**src/rtl/uart_pkg.sv**
```systemverilog
// Shared types and helpers for the parametrised UART engine.
// Holds the parity modes, the FSM state encodings and the parity-bit calculator.
package uart_pkg;

    localparam int PARITY_NONE   = 0;
    localparam int PARITY_EVEN   = 1;
    localparam int PARITY_ODD    = 2;
    localparam int MAX_DATA_BITS = 9;

    typedef enum logic [2:0] {
        TX_IDLE,
        TX_START,
        TX_DATA,
        TX_PARITY,
        TX_STOP
    } tx_state_t;

    typedef enum logic [2:0] {
        RX_IDLE,
        RX_START,
        RX_DATA,
        RX_PARITY,
        RX_STOP,
        RX_WAIT_HIGH
    } rx_state_t;

    // Parity bit to place on the line; narrower words are zero-extended by the caller.
    function automatic logic parity_bit(input logic [MAX_DATA_BITS-1:0] data, input int mode);
        return (^data) ^ (mode == PARITY_ODD);
    endfunction

endpackage

```
**src/rtl/uart_rx_fifo.sv**
```systemverilog
// Receive FIFO with registered write, combinational head read and a sticky overrun flag.
// Pointers carry one extra wrap bit so full and empty can be told apart.
module uart_rx_fifo #(
    parameter int WIDTH = 10,
    parameter int DEPTH = 4
) (
    input  logic             clk,
    input  logic             rst,
    input  logic             push,
    input  logic [WIDTH-1:0] push_data,
    input  logic             pop,
    output logic [WIDTH-1:0] pop_data,
    output logic             empty,
    output logic             overrun
);
    localparam int AW = $clog2(DEPTH);

    logic [WIDTH-1:0] mem [DEPTH];
    logic [AW:0]      wr_ptr_q, wr_ptr_d;
    logic [AW:0]      rd_ptr_q, rd_ptr_d;
    logic             overrun_q, overrun_d;
    logic             full;
    logic             do_push;
    logic             do_pop;

    assign empty   = (wr_ptr_q == rd_ptr_q);
    assign full    = (wr_ptr_q[AW] != rd_ptr_q[AW]) && (wr_ptr_q[AW-1:0] == rd_ptr_q[AW-1:0]);
    assign do_pop  = pop && !empty;
    // A pop in the same cycle frees the slot the push lands in.
    assign do_push = push && (!full || do_pop);

    always_comb begin
        wr_ptr_d  = wr_ptr_q + (AW+1)'(do_push);
        rd_ptr_d  = rd_ptr_q + (AW+1)'(do_pop);
        overrun_d = overrun_q;
        if (push && !do_push) begin
            overrun_d = 1'b1;
        end else if (do_pop) begin
            overrun_d = 1'b0;
        end
    end

    always_ff @(posedge clk or posedge rst) begin
        if (rst) begin
            wr_ptr_q  <= '0;
            rd_ptr_q  <= '0;
            overrun_q <= 1'b0;
        end else begin
            wr_ptr_q  <= wr_ptr_d;
            rd_ptr_q  <= rd_ptr_d;
            overrun_q <= overrun_d;
        end
    end

    always_ff @(posedge clk) begin
        if (do_push) begin
            mem[wr_ptr_q[AW-1:0]] <= push_data;
        end
    end

    assign pop_data = empty ? '0 : mem[rd_ptr_q[AW-1:0]];
    assign overrun  = overrun_q;

endmodule

```
**src/rtl/uart_param_core.sv**
```systemverilog
// Full-duplex UART with configurable bit period, width, parity and stop bits.
// TX and RX run independently; received words and their error flags queue in a small FIFO.
module uart_param_core
    import uart_pkg::*;
#(
    parameter int CLKS_PER_BIT = 25,
    parameter int DATA_BITS    = 8,
    parameter int PARITY       = 0,
    parameter int STOP_BITS    = 1,
    parameter int FIFO_DEPTH   = 4
) (
    input  logic                 clk,
    input  logic                 rst,
    input  logic                 rx_pin,
    output logic                 tx_pin,
    input  logic [DATA_BITS-1:0] tx_data,
    input  logic                 tx_valid,
    output logic                 tx_ready,
    output logic                 tx_busy,
    output logic [DATA_BITS-1:0] rx_data,
    output logic                 rx_parity_err,
    output logic                 rx_frame_err,
    output logic                 rx_valid,
    input  logic                 rx_ready,
    output logic                 rx_overrun
);
    localparam int CNT_W = $clog2(CLKS_PER_BIT);
    localparam int IDX_W = $clog2(DATA_BITS + 1);
    localparam logic [CNT_W-1:0] CNT_LAST  = CNT_W'(CLKS_PER_BIT - 1);
    localparam logic [CNT_W-1:0] CNT_HALF  = CNT_W'(CLKS_PER_BIT / 2 - 1);
    localparam logic [IDX_W-1:0] DATA_LAST = IDX_W'(DATA_BITS - 1);
    localparam logic [IDX_W-1:0] STOP_LAST = IDX_W'(STOP_BITS - 1);
    localparam bit HAS_PARITY = (PARITY != PARITY_NONE);

    tx_state_t            tx_state_q, tx_state_d;
    logic [CNT_W-1:0]     tx_cnt_q, tx_cnt_d;
    logic [IDX_W-1:0]     tx_idx_q, tx_idx_d;
    logic [DATA_BITS-1:0] tx_shift_q, tx_shift_d;
    logic                 tx_par_q, tx_par_d;
    logic                 tx_pin_q, tx_pin_d;
    logic                 tx_bit_end;

    assign tx_bit_end = (tx_cnt_q == CNT_LAST);
    assign tx_busy    = (tx_state_q != TX_IDLE);
    assign tx_pin     = tx_pin_q;

    always_comb begin
        tx_state_d = tx_state_q;
        tx_cnt_d   = tx_cnt_q;
        tx_idx_d   = tx_idx_q;
        tx_shift_d = tx_shift_q;
        tx_par_d   = tx_par_q;
        tx_pin_d   = tx_pin_q;
        tx_ready   = (tx_state_q == TX_IDLE) ||
                     (tx_state_q == TX_STOP && tx_bit_end && tx_idx_q == STOP_LAST);
        if (tx_state_q != TX_IDLE) begin
            tx_cnt_d = tx_bit_end ? '0 : tx_cnt_q + 1'b1;
        end
        // tx_pin_d is the level of the bit that starts on the coming edge.
        case (tx_state_q)
            TX_IDLE: tx_pin_d = 1'b1;
            TX_START: if (tx_bit_end) begin
                tx_state_d = TX_DATA;
                tx_idx_d   = '0;
                tx_pin_d   = tx_shift_q[0];
            end
            TX_DATA: if (tx_bit_end) begin
                if (tx_idx_q == DATA_LAST) begin
                    tx_idx_d   = '0;
                    tx_state_d = HAS_PARITY ? TX_PARITY : TX_STOP;
                    tx_pin_d   = HAS_PARITY ? tx_par_q : 1'b1;
                end else begin
                    tx_idx_d   = tx_idx_q + 1'b1;
                    tx_shift_d = tx_shift_q >> 1;
                    tx_pin_d   = tx_shift_q[1];
                end
            end
            TX_PARITY: if (tx_bit_end) begin
                tx_state_d = TX_STOP;
                tx_idx_d   = '0;
                tx_pin_d   = 1'b1;
            end
            TX_STOP: if (tx_bit_end) begin
                if (tx_idx_q == STOP_LAST) begin
                    tx_state_d = TX_IDLE;
                    tx_idx_d   = '0;
                end else begin
                    tx_idx_d   = tx_idx_q + 1'b1;
                end
                tx_pin_d = 1'b1;
            end
            default: tx_state_d = TX_IDLE;
        endcase
        if (tx_ready && tx_valid) begin
            tx_state_d = TX_START;
            tx_cnt_d   = '0;
            tx_idx_d   = '0;
            tx_shift_d = tx_data;
            tx_par_d   = parity_bit(MAX_DATA_BITS'(tx_data), PARITY);
            tx_pin_d   = 1'b0;
        end
    end

    always_ff @(posedge clk or posedge rst) begin
        if (rst) begin
            tx_state_q <= TX_IDLE;
            tx_cnt_q   <= '0;
            tx_idx_q   <= '0;
            tx_shift_q <= '0;
            tx_par_q   <= 1'b0;
            tx_pin_q   <= 1'b1;
        end else begin
            tx_state_q <= tx_state_d;
            tx_cnt_q   <= tx_cnt_d;
            tx_idx_q   <= tx_idx_d;
            tx_shift_q <= tx_shift_d;
            tx_par_q   <= tx_par_d;
            tx_pin_q   <= tx_pin_d;
        end
    end

    rx_state_t            rx_state_q, rx_state_d;
    logic [CNT_W-1:0]     rx_cnt_q, rx_cnt_d;
    logic [IDX_W-1:0]     rx_idx_q, rx_idx_d;
    logic [DATA_BITS-1:0] rx_shift_q, rx_shift_d;
    logic                 rx_perr_q, rx_perr_d;
    logic                 rx_ferr_q, rx_ferr_d;
    logic                 rx_meta_q, rx_sync_q, rx_prev_q;
    logic                 rx_bit_end;
    logic                 fifo_push;
    logic                 fifo_empty;
    logic [DATA_BITS+1:0] fifo_push_data;
    logic [DATA_BITS+1:0] fifo_head;

    assign rx_bit_end     = (rx_cnt_q == CNT_LAST);
    assign fifo_push_data = {rx_ferr_q | ~rx_sync_q, rx_perr_q, rx_shift_q};

    always_comb begin
        rx_state_d = rx_state_q;
        rx_cnt_d   = rx_bit_end ? '0 : rx_cnt_q + 1'b1;
        rx_idx_d   = rx_idx_q;
        rx_shift_d = rx_shift_q;
        rx_perr_d  = rx_perr_q;
        rx_ferr_d  = rx_ferr_q;
        fifo_push  = 1'b0;
        case (rx_state_q)
            RX_IDLE: begin
                rx_cnt_d = '0;
                if (rx_prev_q && !rx_sync_q) begin
                    rx_state_d = RX_START;
                    rx_perr_d  = 1'b0;
                    rx_ferr_d  = 1'b0;
                end
            end
            RX_START: if (rx_cnt_q == CNT_HALF) begin
                // Half a bit in: a line back at 1 means the edge was a glitch.
                rx_cnt_d   = '0;
                rx_idx_d   = '0;
                rx_state_d = rx_sync_q ? RX_IDLE : RX_DATA;
            end
            RX_DATA: if (rx_bit_end) begin
                rx_shift_d = {rx_sync_q, rx_shift_q[DATA_BITS-1:1]};
                if (rx_idx_q == DATA_LAST) begin
                    rx_idx_d   = '0;
                    rx_state_d = HAS_PARITY ? RX_PARITY : RX_STOP;
                end else begin
                    rx_idx_d   = rx_idx_q + 1'b1;
                end
            end
            RX_PARITY: if (rx_bit_end) begin
                rx_perr_d  = (rx_sync_q != parity_bit(MAX_DATA_BITS'(rx_shift_q), PARITY));
                rx_state_d = RX_STOP;
            end
            RX_STOP: if (rx_bit_end) begin
                rx_ferr_d = rx_ferr_q | ~rx_sync_q;
                if (rx_idx_q == STOP_LAST) begin
                    fifo_push  = 1'b1;
                    rx_idx_d   = '0;
                    rx_state_d = rx_sync_q ? RX_IDLE : RX_WAIT_HIGH;
                end else begin
                    rx_idx_d   = rx_idx_q + 1'b1;
                end
            end
            RX_WAIT_HIGH: if (rx_sync_q) rx_state_d = RX_IDLE;
            default: rx_state_d = RX_IDLE;
        endcase
    end

    always_ff @(posedge clk or posedge rst) begin
        if (rst) begin
            rx_meta_q  <= 1'b1;
            rx_sync_q  <= 1'b1;
            rx_prev_q  <= 1'b1;
            rx_state_q <= RX_IDLE;
            rx_cnt_q   <= '0;
            rx_idx_q   <= '0;
            rx_shift_q <= '0;
            rx_perr_q  <= 1'b0;
            rx_ferr_q  <= 1'b0;
        end else begin
            rx_meta_q  <= rx_pin;
            rx_sync_q  <= rx_meta_q;
            rx_prev_q  <= rx_sync_q;
            rx_state_q <= rx_state_d;
            rx_cnt_q   <= rx_cnt_d;
            rx_idx_q   <= rx_idx_d;
            rx_shift_q <= rx_shift_d;
            rx_perr_q  <= rx_perr_d;
            rx_ferr_q  <= rx_ferr_d;
        end
    end

    uart_rx_fifo #(
        .WIDTH(DATA_BITS + 2),
        .DEPTH(FIFO_DEPTH)
    ) u_rx_fifo (
        .clk      (clk),
        .rst      (rst),
        .push     (fifo_push),
        .push_data(fifo_push_data),
        .pop      (rx_ready),
        .pop_data (fifo_head),
        .empty    (fifo_empty),
        .overrun  (rx_overrun)
    );

    assign rx_valid = !fifo_empty;
    assign {rx_frame_err, rx_parity_err, rx_data} = fifo_head;

endmodule

```
**config.mk**
```make
export PLATFORM = sky130hd
export DESIGN_NAME = uart_param_core
export DESIGN_NICKNAME = d
export VERILOG_FILES = /design/src/rtl/uart_pkg.sv /design/src/rtl/uart_rx_fifo.sv /design/src/rtl/uart_param_core.sv
export SDC_FILE = /design/constraint.sdc
export NUM_CORES = 1
export LEC_CHECK = 0
export ABC_AREA = 0
export CORE_MARGIN = 2
export CORE_UTILIZATION = 56
export DETAILED_ROUTE_END_ITERATION = 8
export PLACE_DENSITY = 0.81
export SLEW_MARGIN = 25
export SYNTH_ARGS = -nofsm -noshare
export SYNTH_HDL_FRONTEND = slang
export SYNTH_SLANG_ARGS = --single-unit
```
**constraint.sdc**
```tcl
create_clock -name clk -period 3.4 [get_ports clk]
set_input_delay 0.51 -clock clk [delete_from_list [all_inputs] [get_ports clk]]
set_output_delay 0.51 -clock clk [all_outputs]
set_load 0.02 [all_outputs]
```
==> results.md, run 1 <==
Worst hold path:
- The path class of the tightest hold or removal check is flip-flop to flip-flop.
- The startpoint identified for the worst hold timing path is rx_meta_q.

Synth:
- The cell area after technology mapping is 4357 um^2.
- Summed over all instances, the cell type with the most area after synthesis is sky130_fd_sc_hd__dfrtp_1.
- The sequential share of the synthesized area is 58.13%.
- The net count of the mapped netlist is 365.
- The share of the synthesized area in the top cell type is 28.14%.
- The number of enable-type register cells in the synthesized netlist is 40.
- During synthesis, Yosys emitted a total of 0 warnings.
- The number of unique standard cell types used by synthesis is 59.
- The synthesized design contains 93 register bits.
- The gate count of the mapped netlist is 340.
- The fraction of registers with async set/reset is 56.99%.
- The most common flop cell mapped by yosys is sky130_fd_sc_hd__dfrtp_1.
- Sorting the synthesized cells by area gives the leading types as sky130_fd_sc_hd__dfrtp_1 28%, sky130_fd_sc_hd__edfxtp_1 28%, sky130_fd_sc_hd__mux4_2 5.2%.
- After synthesis, the mean cell area works out to 12.81 um^2.

Routing:
- The average routed wire per standard cell is 15.14 um.
- Summed over all layers, the routed wires come to 7250 um.
- The number of vias after detailed routing is 2643.
- The detail-routed via count per cell is 5.518.
- The number of iterations in the first detailed-routing pass is 4.
- The remaining routing DRC violations is 0.
- The antenna violation net count after detailed routing is 0.
- The initial DRC count is 130.

Power:
- The maximum vdd drop is 0.2838 mV.
- For this design the static power due to leakage is 2.092 nW.
- Dividing total power by cell area gives a power density of 569.4 nW/um^2.

Floorplanning:
- The initial core utilization is 56.97%.
- The top-level port count is 28.
- The total area inside the core boundary comes to 7647 um^2.
- The die is 92.21 um tall.
- Row generation in the floorplan step produced 32 rows.
- The floorplan step defined a die boundary enclosing 8502 um^2.
- The x dimension of the die is 92.21 um.

Placed design:
- Routability-driven placement finished with a final weighted congestion of 0.8354.
- The wire-length estimate of the detail-placed layout is 5181 um.
- The number of port buffers is 27.
- In this run, placement finished with an instance count of 463.
- The placement-stage cell area is 4726 um^2.

Clock network:
- The H-tree generated during clock tree synthesis spans 3 levels.
- The buffer type at the clock tree root is sky130_fd_sc_hd__clkbuf_8.
- The number of clock sinks is 93.
- Once the clock tree was built, the resizer swapped 0 gates to a different size.
- At the later pin of the worst-skew pair, clock insertion delay measures 0.36 ns.
- The CTS tree is yes.
- The clock transition at the registers of the reported paths is 0.10 ns.
- The number of clock buffers added by TritonCTS is 9.
- The number of buffers added to fix hold violations after cts is 0.
- In this run the post-CTS setup repair buffer count came out at 0.
- Counting along the longest clock path gives a buffer depth of 2.

Timing:
- The worst setup skew after layout is 0.008628 ns.
- Setup repair after global routing left no endpoint under its margin.
- After layout, the worst path uses 86.28% of the clock period.
- The highest clock rate is 340.9 MHz.
- The total count of hold-check failures in the final report is 0.
- The post-layout minimum cycle time is 2.933 ns.
- The number of slew-limit violations in the final report was 0.
- Hold timing on the final database bottoms out at a slack of 0.3650 ns.
- The transition time of the tightest slew-check pin is 0.7638 ns.
- Summed over all failing endpoints, the final setup total negative slack is 0 ns.
- The worst slew slack as a fraction of its limit is 48.86%.
- The count of final setup violators is 0.

Global routing:
- The global-route wire length before repair is 12320 um.
- Entering global routing, the biggest net connects 54 pins.
- The overflow left after global routing is 0.
- Global routing consumed, over all layers together, 18.43% of the routing resources.
- The number of antenna violations at the first check in global routing is 0.
- The number of global-route vias before repair is 2664.

Finish:
- The repair_antennas step left the layout with diodes totalling 0.
- At the end of the flow the core is filled with cells to 64.59%.
- The cell area after layout is 4940 um^2.
- In the final design database the tool counted 397 nets.
- Leaving out filler cells and counting taps, the final layout contains 479.
- Relative to the synthesized area, the layout overhead comes to 13.38%.
- Of the cells placed in the final design, the portion with a size suffix greater than 1 is 15.12%.

Setup path:
- In this run the worst path has a maximum fanout of 4.
- The launching point of the worst reg2reg path is rx_cnt_q[0].
- The critical path goes through inv_1, ha_1, or3b_2, o21ai_0, and2_1, clkdlybuf4s50_1.
- The launching instance or port of the critical path is tx_idx_q[0].
- The highest cell delay on the worst timing path is 0.61 ns.
- Data on the critical path is required at its endpoint by 2.89 ns.
- The type of element launching the critical path is a flip-flop.
- Among cell families on the critical path, the largest total delay comes from buffers and inverters.
- The endpoint type of the worst setup path is a primary output.
- The classification of the worst setup path is flip-flop to primary output.
- The largest individual stage delay along the critical path comes from the cell sky130_fd_sc_hd__clkdlybuf4s50_1.
- The worst path buffer plus inverter count is 2.
- The worst path arrival time is 2.42 ns.

Flow run:
- Across the run, the number of max-cap violations was 0.

Outcome:
- The flow ran to the end, and the final reports show no timing, DRC or antenna violations.
==> area by class of cell <==
type / instances / area [um^2]
Fill cell: 555 / 2708
Sequential cell: 93 / 2532
Multi-Input combinational cell: 221 / 1707
Tap cell: 102 / 127.6
Inverter: 17 / 66.31
Clock inverter: 7 / 90.09
Timing Repair Buffer: 30 / 292.8
Clock buffer: 9 / 123.9
==> per-layer routing <==
| layer | wire, um | global-route usage (%) |
|---|---|---|
| met5 | 0 | 0 |
| met4 | 40 | 7.090 |
| met3 | 197 | 2.958 |
| met2 | 3795 | 30.76 |
| met1 | 3218 | 24.44 |
==> power breakdown <==
| group | internal, mW | total (mW) | switching (mW) |
|---|---|---|---|
| combinational | 0.385 | 0.731 | 0.346 |
| sequential | 1.22 | 1.30 | 0.0869 |
| clock | 0.361 | 0.779 | 0.419 |
| total | 1.96 | 2.81 | 0.852 |
==> per-stage QoR <==
stage,power [mW],worst slack [ns]
floorplan,1.815,0.5965
global placement,2.037,0.7122
detailed placement,2.067,0.5711
CTS,2.848,0.4146
global route,2.946,0.3205
finish,2.813,0.4666
==> state kept, by name (all words and copies together), names as in the netlist <==
signal / flops
rx_state_q: 3
u_rx_fifo.mem: 40
tx_pin: 1
rx_idx_q: 4
tx_state_q: 3
rx_cnt_q: 5
u_rx_fifo.overrun: 1
tx_idx_q: 4
rx_ferr_q: 1
rx_prev_q: 1
rx_sync_q: 1
tx_shift_q: 8
u_rx_fifo.rd_ptr_q: 3
rx_meta_q: 1
rx_shift_q: 8
rx_perr_q: 1
tx_cnt_q: 5
u_rx_fifo.wr_ptr_q: 3
==> placed cells by master, fill, tap and decap left out, drive strengths merged, types with 4 or more instances in the layout <==
master         instances
a21oi                 12
nor3                   4
a31oi                  4
nand2                 16
xnor2                 12
ha                    12
clkbuf                 9
a21o                   7
nand2b                 7
nor3b                  4
dfrtp                 49
nand3b                 4
edfxtp                40
inv                   21
nor2b                 15
dfstp                  4
o2bb2ai                4
xor2                   6
o21ai                 16
a22o                   7
mux4                  10
clkdlybuf4s50         27
mux2                   9
nor2                  23
nand3                  7
==> synth_stat cells (all sizes together) (2+ instances only) <==
| cell type | instances |
|---|---|
| a21o | 7 |
| o21a | 2 |
| nand4 | 2 |
| edfxtp | 40 |
| and4b | 2 |
| mux2i | 3 |
| nor2b | 15 |
| ha | 12 |
| dfstp | 4 |
| a31oi | 4 |
| xnor2 | 12 |
| nand2 | 16 |
| xor2 | 6 |
| or3b | 3 |
| o2bb2ai | 4 |
| o31ai | 3 |
| mux4 | 10 |
| buf | 4 |
| dfrtp | 49 |
| nand3 | 7 |
| nand3b | 4 |
| clkbuf | 5 |
| mux2 | 9 |
| nand2b | 7 |
| nor3 | 4 |
| or2 | 3 |
| o21ai | 16 |
| and2 | 3 |
| a22o | 7 |
| inv | 17 |
| a21oi | 12 |
| o211ai | 2 |
| and3 | 2 |
| or3 | 2 |
| nor3b | 4 |
| nor2 | 23 |
==> path summary, 6_finish.rpt <==
path                       slack (ns)  cells after the start             endpoint
setup reg to reg                 0.60                      7  u_rx_fifo.mem[2][3]
hold reg to reg                  0.37                      0            rx_sync_q
max in group asynchronous        2.38                      2        rx_shift_q[6]
hold / removal                   0.37                      0            rx_sync_q
setup / recovery                 0.47                      6             tx_ready
min in group asynchronous        0.60                      2          tx_idx_q[0]
==> worst reg2reg max path, delay by kind of cell, from the launching register on <==
kind / cells / cell delay [ns]
buf+inv: 1 / 0.08
simple gates: 5 / 1.80
fa+ha+maj: 1 / 0.15
flops: 1 / 0.41
==> kinds of logic after synthesis <==
family	synth area share (%)
fa+ha+maj	3.446
xor+xnor	3.619
flops	58.13
simple gates	13.56
buf+inv	2.700
compound gates	10.37
mux	8.185
Note: power is estimated with default switching activity, not from simulation.
==> inputs of run 2 (changes only) <==
CORE_MARGIN = 4   (was 2)
CTS_CLUSTER_SIZE = 14   (was default)
==> results.md, run 2 (synthesized netlist as in run 1, its figures left out) <==
Worst hold path:
- The path class of the tightest hold or removal check is flip-flop to flip-flop.

Timing:
- The worst setup skew after layout is 0.01012 ns (+0.001494 ns).
- The transition time of the tightest slew-check pin was 0.7717 ns (+0.007849 ns).
- The final period utilization is 86.37% (+0.094 points).
- The highest clock rate was 340.5 MHz (-0.11%).
- The number of slew-limit violations in the final report came to 0 (unchanged).
- The total count of hold-check failures in the final report is 0 (unchanged).
- The total negative slack came to 0 ns (unchanged).
- The count of final setup violators was 0 (unchanged).
- Setup repair after global routing left no endpoint under its margin.
- The post-layout minimum cycle time is 2.937 ns (+0.003194 ns).
- The worst slew slack as a fraction of its limit came to 48.33% (-0.53 points).

Setup path:
- The slowest stage of the critical path belongs to the cell sky130_fd_sc_hd__clkdlybuf4s50_1.
- The top fanout value on the critical path is 4 (unchanged).
- The worst setup path is launched from a flip-flop.
- The worst setup path is captured at a primary output.
- The worst path buffer plus inverter count is 2 (unchanged).
- The worst path arrival time was 2.43 ns (about the same).
- In this design, the largest share of critical-path delay is due to buffers and inverters.
- The highest cell delay on the worst timing path was 0.60 ns (about the same).
- The setup slack of the most critical reg-to-reg path is 0.59 ns (about the same).
- The worst endpoint required time is 2.89 ns (about the same).
- The critical path goes through inv_1, ha_1, or3b_2, o21ai_0, and2_1, clkdlybuf4s50_1.
- The classification of the worst setup path is flip-flop to primary output.

Clock network:
- The number of clock sinks was 93 (unchanged).
- The number of levels in the clock H-tree is 3 (unchanged).
- The number of buffers on the longest clock path is 2 (unchanged).
- The CTS tree is yes.
- The number of gates resized after CTS is 0 (unchanged).
- The buffer type at the clock tree root is sky130_fd_sc_hd__clkbuf_8.
- The clock transition at the registers of the reported paths is 0.09 ns (about the same).
- The number of buffers added to fix hold violations after cts was 0 (unchanged).
- The TritonCTS buffer count was 9 (unchanged).
- The insertion delay to the later sink of the worst-skew pair is 0.36 ns (about the same).
- The buffers inserted during post-CTS setup optimization is 0 (unchanged).

Power:
- The leakage power total came to 2.086 nW (-0.26%).
- The power share of the sequential group is 48.6% (+2.3 points).
- The total power after layout is 2.710 mW (-3.7%).
- The switching share of power is 30.57% (+0.27 points).
- The maximum vdd drop is 0.3135 mV (+10%).
- The internal power is 1.882 mW (-4.0%).
- The power share of the combinational group is 26.0% (about the same).
- The net switching power is 0.8283 mW (-2.8%).
- The total power density per cell area came to 549.5 nW/um^2 (-3.5%).
- The portion of total power attributed to the clock network is 25.4% (-2.3 points).

Routing:
- The number of iterations in the first detailed-routing pass is 4 (unchanged).
- The initial DRC count is 118 (-9.2%).
- The antenna violation net count after detailed routing is 0 (unchanged).
- The routed wire length came to 7147 um (-1.4%).
- The number of vias after detailed routing is 2683 (+1.5%).
- The average routed wire per standard cell came to 14.95 um (-1.2%).
- The remaining routing DRC violations is 0 (unchanged).
- The detail-routed via count per cell is 5.613 (+1.7%).

Global routing:
- The overflow left after global routing is 0 (unchanged).
- The pin count of the biggest net entering global routing is 54 (unchanged).
- The global-route wire length before repair is 12420 um (+0.79%).
- The overall routing resource usage is 17.60% (-0.83 points).
- The number of global-route vias before repair came to 2651 (-0.49%).
- The number of antenna violations at the first check in global routing is 0 (unchanged).

Finish:
- The number of nets in the layout is 399 (+0.50%).
- The library cell used most frequently in the layout, excluding fill and tap cells, is sky130_fd_sc_hd__dfrtp_1.
- The library cells used most frequently in the layout, excluding fill and tap cells, are 49 x sky130_fd_sc_hd__dfrtp_1, 40 x sky130_fd_sc_hd__edfxtp_1, 27 x sky130_fd_sc_hd__clkdlybuf4s50_1.
- The diode insertion count for antenna repair is 0 (unchanged).
- From synthesis to final layout, the design area changed by 13.18%.
- The share of post-route cells with drive strength above 1 came to 15.57% (+0.45 points).
- The flip-flop count of the largest register, all copies and words added was 40 (unchanged).

Placed design:
- The number of port buffers is 27 (unchanged).
- The routability congestion estimate from global placement is 0.8605 (+3.0%).
- The HPWL reported at the end of detailed placement is 5142 um (-0.76%).

Flow run:
- The max-capacitance violation count came to 0 (unchanged).

Floorplanning:
- The top-level port count came to 28 (unchanged).
- The total core area is 7408 um^2 (-3.1%).
- The initial core utilization is 58.81% (+1.8 points).
- The y dimension of the die was 96.21 um (+4.3%).
- The count of standard-cell rows was 31 (-3.1%).
- The area of the die is 9255 um^2 (+8.9%).
- The x dimension of the die was 96.21 um (+4.3%).

Outcome:
- The flow ran to the end, and the final reports show no timing, DRC or antenna violations.
run 2: changes by cell type in the layout (fill, tap and decap cells not counted), sizes merged:
cell      before  now
clkinv         2    4
clkinvlp       0    1
buf            3    5
bufinv         1    0
inv           21   19
run 2: metrics by stage:
step           utilization [%]  setup WS [ns]  instance area (um^2)  hold WS [ns]  instances
2_1_floorplan                -         0.5965                  4357        0.3452        340
3_3_place_gp             63.91         0.7027                  4735        0.3492        462
3_5_place_dp             63.94         0.6025                  4737        0.3472        462
4_1_cts                  66.56         0.4225                  4931        0.3610        478
5_1_grt                  66.56         0.2898                  4931        0.3742        478
6_report                 66.56         0.4634                  4931        0.3603        478
run 2: power groups by stage:
stage / Clock, mW / Sequential [mW] / Combinational (mW)
after global placement: 0 / 1.34 / 0.705
after global routing: 0.763 / 1.33 / 0.778
final: 0.689 / 1.32 / 0.704
after floorplan: 0 / 1.28 / 0.532
after CTS: 0.714 / 1.32 / 0.718
after detailed placement: 0 / 1.34 / 0.717
run 2: layout make-up:
class                           instances  area, um^2
Sequential cell                        93        2532
Fill cell                             521        2477
Multi-Input combinational cell        221        1707
Timing Repair Buffer                   32       307.8
Clock buffer                            9       123.9
Tap cell                               99       123.9
Clock inverter                          7       70.07
Inverter                               17       66.31
run 2: worst reg2reg max path: stages, from the launching register on:
cell	delay, ns
sky130_fd_sc_hd__dfrtp_1	0.42
sky130_fd_sc_hd__inv_1	0.07
sky130_fd_sc_hd__ha_1	0.13
sky130_fd_sc_hd__and4b_1	0.38
sky130_fd_sc_hd__nand2b_4	0.10
sky130_fd_sc_hd__or2_1	0.25
sky130_fd_sc_hd__or3_4	0.42
sky130_fd_sc_hd__nor3b_2	0.67
run 2: final timing paths:
check / startpoint / to / cells after the start
min in group asynchronous: rst / tx_shift_q[3] / 2
max in group asynchronous: rst / rx_meta_q / 3
min reg2reg: rx_meta_q / rx_sync_q / 0
max: tx_idx_q[0] / tx_ready / 6
max reg2reg: rx_cnt_q[0] / u_rx_fifo.mem[2][5] / 7
min: rx_meta_q / rx_sync_q / 0
run 2: metal layers:
layer	wire length [um]	GRT usage, %	vias up
met2	3657	29.15	40
li1	-	-	1309
met4	124	7.464	0
met1	3136	22.82	1326
met3	228	3.127	8
met5	0	0	-
